**src/rtl/audio_stream_mixer.sv**
```systemverilog
// audio_stream_mixer: captures level-held sample pairs, applies the volumes, mixes them and sends each result through a FIFO to both codec channels.
// Define AUDIO_MIXER_SAT_EN to clamp the mixed sum instead of letting it wrap.
module audio_stream_mixer #(
  parameter int DEPTH = 4
) (
  input  logic        clk,
  input  logic        reset,
  input  logic [15:0] in_bgm_data,
  input  logic        in_bgm_valid,
  input  logic [15:0] in_sfx_data,
  input  logic        in_sfx_valid,
  output logic        up_ready,
  input  logic [3:0]  bgm_vol,
  input  logic [3:0]  sfx_vol,
  output logic [15:0] out_l_data,
  output logic        out_l_valid,
  input  logic        out_l_ready,
  output logic [15:0] out_r_data,
  output logic        out_r_valid,
  input  logic        out_r_ready,
  output logic        overflow
);
  localparam int AW = $clog2(DEPTH);
  typedef enum logic {IDLE, DROP} state_t;
  state_t state_q, state_d;
  logic cap, inflight_q, acc_l_q, acc_r_q, overflow_q;
  logic [15:0] bgm_q, sfx_q, mixed;
  logic [15:0] mem_q [DEPTH];
  logic [AW-1:0] wr_q, rd_q;
  logic [AW:0] count_q;
  logic signed [15:0] sb, ss;
  logic signed [20:0] pb, ps;
  logic signed [17:0] sum;
  logic sum_ovf, nonempty, xfer_l, xfer_r, pop;

  always_ff @(posedge clk)
    if (reset) state_q <= IDLE;
    else state_q <= state_d;

  always_comb
    state_d = state_q == IDLE ? (cap ? DROP : IDLE)
                              : (!in_bgm_valid && !in_sfx_valid ? IDLE : DROP);

  // The sample sitting in the mix stage already owns a FIFO slot.
  always_comb begin
    up_ready = state_q == IDLE &&
               ({1'b0, count_q} + (AW+2)'(inflight_q) < (AW+2)'(DEPTH));
    cap = up_ready && in_bgm_valid && in_sfx_valid;
  end

  always_comb begin
    sb = {~bgm_q[15], bgm_q[14:0]};
    ss = {~sfx_q[15], sfx_q[14:0]};
    pb = 21'(sb) * 21'($signed({1'b0, bgm_vol}));
    ps = 21'(ss) * 21'($signed({1'b0, sfx_vol}));
    sum = 18'(pb >>> 3) + 18'(ps >>> 3);
    sum_ovf = !(&sum[17:15] || !(|sum[17:15]));
`ifdef AUDIO_MIXER_SAT_EN
    mixed = sum_ovf ? (sum[17] ? 16'h8000 : 16'h7FFF) : sum[15:0];
`else
    mixed = sum[15:0];
`endif
  end

  always_comb begin
    nonempty = count_q != '0;
    out_l_valid = nonempty && !acc_l_q;
    out_r_valid = nonempty && !acc_r_q;
    xfer_l = out_l_valid && out_l_ready;
    xfer_r = out_r_valid && out_r_ready;
    pop = nonempty && (acc_l_q || xfer_l) && (acc_r_q || xfer_r);
    out_l_data = nonempty ? mem_q[rd_q] : '0;
    out_r_data = out_l_data;
    overflow = overflow_q;
  end

  always_ff @(posedge clk)
    if (inflight_q) mem_q[wr_q] <= mixed;

  always_ff @(posedge clk) begin
    if (cap) begin
      bgm_q <= in_bgm_data;
      sfx_q <= in_sfx_data;
    end
    if (reset) begin
      inflight_q <= 1'b0;
      wr_q <= '0;
      rd_q <= '0;
      count_q <= '0;
      acc_l_q <= 1'b0;
      acc_r_q <= 1'b0;
      overflow_q <= 1'b0;
    end else begin
      inflight_q <= cap;
      if (inflight_q) wr_q <= wr_q + 1'b1;
      if (pop) rd_q <= rd_q + 1'b1;
      count_q <= count_q + (AW+1)'(inflight_q) - (AW+1)'(pop);
      acc_l_q <= !pop && (acc_l_q || xfer_l);
      acc_r_q <= !pop && (acc_r_q || xfer_r);
      overflow_q <= overflow_q || (inflight_q && sum_ovf);
    end
  end
endmodule
```
**config.mk**
```make
export PLATFORM = sky130hd
export DESIGN_NAME = audio_stream_mixer
export DESIGN_NICKNAME = d
export VERILOG_FILES = /design/src/rtl/audio_stream_mixer.sv
export SDC_FILE = /design/constraint.sdc
export NUM_CORES = 1
export LEC_CHECK = 0
export BUFFER_PORTS_ARGS = -buffer_cell sky130_fd_sc_hd__buf_2
export CAP_MARGIN = 20
export CORE_UTILIZATION = 60
export CTS_CLUSTER_SIZE = 16
export DETAILED_ROUTE_END_ITERATION = 8
export GPL_TIMING_DRIVEN = 1
export PLACE_DENSITY = 0.88
export SLEW_MARGIN = 20
export SYNTH_ARGS = -nofsm -noshare
export SYNTH_HDL_FRONTEND = slang
export SYNTH_SLANG_ARGS = --single-unit
```
**constraint.sdc**
```tcl
create_clock -name clk -period 13.6 [get_ports clk]
set_clock_uncertainty 0.15 [all_clocks]
set_input_delay 0.68 -clock clk [delete_from_list [all_inputs] [get_ports clk]]
set_output_delay 0.68 -clock clk [all_outputs]
set_load 0.01 [all_outputs]
```
==> results.toml <==
[run_status]
status = "completed"

[sta]
fmax_mhz = 163.6
tightest_slew_ns = 0.8356
fin_crit_ns = 6.111
tns_ns = 0
slew_headroom_pct = 44.29
finalCritPeriodShare_pct = 44.93
rsz0062_at_grt = "no"
final_hold_viol_count = 0
drv_slew = 0
setup_violations = 0

[yosys]
yosys_warnings = 0
syn_nets = 1133
synth-edff-count = 96
synth-seq-area-share_pct = 32.90
avgSynthCellArea_um2 = 10.46
synth_top_area_share_pct = 29.98
synth_most_common_cell = "inv_1"
syn_inst = 919
yosys-top-cells-count = "inv_1, and2_1, ha_1, edfxtp_1, fa_1"
yosys_most_used_dff = "edfxtp_1"
yosys-top-cells-area = "edfxtp_1, fa_1, ha_1"
synth_cell_type_count = 53
syn_area_um2 = 9615
synth_largest_area_cell = "edfxtp_1"
yosys_register_bits = 110
synthArstFlopShare_pct = 0

[worst_setup_path]
r2r_cells = 24
cp.required_ns = 13.71
reg2reg_slack_ns = 7.54
cp_common_cell = "ha_1"
slowest_stage = "fa_1"
regToRegEndpoint = "overflow"
start_kind = "input port"
path_delay_family = "adder cells"
worst-path-buf-inv = 3
critPathMaxStageDelay_ns = 0.56
worstPathArrival_ns = 6.22
reg2reg_from = "sfx_q[2]"
cp_max_fo = 16
end_kind = "flop"
path_class = "input port to flop"

[cts]
cts-root-buf = "clkbuf_16"
clk_pin_slew_ns = 0.08
cts_sinks = 110
cts_buffers = 9
htree_levels = 3
ctsHoldBuffers = 0
postCtsSetupBuffers = 0
cts_max_path_buffers = 2
clk_latency_ns = 0.36
cts_tree = "done"
ctsResizeCount = 0

[power]
p_sw_w = 0.0009260
combPwrFrac_pct = 60.1
vdd_drop_max_uv = 163.1
internal-power_w = 0.001268
p_leak_nw = 4.853
p_sw_share_pct = 42.20
fin_total_pwr_w = 0.002194
p_clk_share_pct = 12.6
seqPwrFrac_pct = 27.4
powerDensity_nw_per_um2 = 210.6

[job]
cap_violations = 0

[floorplanning]
die_h_um = 128.6
initial_utilization_pct = 62.33
num_rows = 45
top_level_ports = 82
chipWidth_um = 128.6
dieArea_um2 = 16540
core_um2 = 15430

[final_layout]
fillCellCount = 1173
syn2layout_area_growth_pct = 8.367
regArea_um2 = 3164
num_antenna_cells = 0
multi_input_area_um2 = 5660
drive_gt1_share_pct = 12.69
fin_nets = 1194

[grt]
grt_pass1_wl_um = 29530
antenna_found_initial = 0
grt.overflow.total = 0
grt_start_max_net_pins = 33
track_usage_pct = 22.86
grt_pass1_vias = 6503

[hold_path]
min_to = "sfx_q[11]"
min_path_cells = 1
worstHoldPathType = "input port to flop"
hp-start = "in_sfx_data[11]"

[routing]
via_count = 6454
viasPerCell = 5.396
drt_iter0_drc = 331
drtAntennaViolNets = 0
first_pass_iters = 4
wl_per_cell_um = 14.43
drc = 0
wirelength_um = 17260

[placement]
hpwl_um = 13440
io_buffers = 81
gp_congestion = 0.8997
logic make-up (layout without fill, tap and decap cells):
group           after synthesis  after routing  share of synthesized area [%]
buf+inv                     195            261                          8.237
flops                       110            110                          32.90
mux                          20             20                          4.164
simple gates                250            250                          13.94
fa+ha+maj                   168            168                          27.17
compound gates              121            121                          8.445
xor+xnor                     55             55                          5.153
power groups by stage:
stage               clock network, W  logic (W)  registers [W]
global placement                   0    0.00125       0.000606
floorplan                          0    0.00104       0.000590
CTS                         0.000278    0.00131       0.000602
detailed placement                 0    0.00130       0.000609
finish                      0.000275    0.00132       0.000601
global route                0.000291    0.00147       0.000607
metrics by stage:
stage / instance area, µm² / util (%) / hold slack [ns] / cells / setup slack, ns
floorplan: 9615 / - / 0.3045 / 919 / 7.631
global placement: 10110 / 65.55 / 0.3139 / 1180 / 7.336
detailed placement: 10110 / 65.55 / 0.3352 / 1180 / 7.160
CTS: 10420 / 67.53 / 0.3315 / 1196 / 7.494
global route: 10420 / 67.54 / 0.3288 / 1196 / 7.057
finish: 10420 / 67.54 / 0.3407 / 1196 / 7.489
layout make-up:
cell class	instances	share of cell area, %
multi-input combinational	614	54.32
timing repair buffer	82	3.963
sequential	110	30.37
inverter	163	5.872
tap	211	2.534
clock buffer	10	2.197
clock inverter	6	0.7445
placed cells by master, fill, tap and decap left out, drive strengths merged, types with 9 or more instances in the layout:
master / count
nand2b: 10
a21oi: 42
nor2: 40
ha: 100
nor2b: 12
a21o: 13
edfxtp: 96
dfxtp: 14
fa: 68
and2: 111
nand2: 45
o21a: 10
mux4: 16
buf: 82
nor3: 9
inv: 166
xnor2: 45
o21ai: 22
xor2: 9
clkbuf: 10
worst max-delay path by stage:
stage,from,end,slack [ns],depth (start not counted)
2_1_floorplan,sfx_vol[2],overflow,7.63,25
3_5_place_dp,sfx_vol[2],overflow,7.16,25
4_1_cts,sfx_vol[2],overflow,7.49,25
6_report,sfx_vol[2],overflow,7.49,25
3_3_place_gp,sfx_vol[2],overflow,7.34,25
5_1_grt,bgm_vol[3],overflow,7.06,24
per-layer routing:
| layer | up-vias | routed length (µm) | track usage (%) |
|---|---|---|---|
| met5 | - | 0 | 0 |
| met4 | 0 | 393 | 7.889 |
| met3 | 28 | 558 | 3.119 |
| met2 | 144 | 8767 | 41.27 |
| met1 | 3137 | 7539 | 28.14 |
| li1 | 3145 | - | - |
sequential cells by signal (all words and copies together) (netlist names), named ones only:
name,count
acc_l_q,1
acc_r_q,1
bgm_q,16
count_q,3
inflight_q,1
mem_q,64
overflow,1
rd_q,2
sfx_q,16
state_q,1
wr_q,2
(Power assumes the default switching activity.)
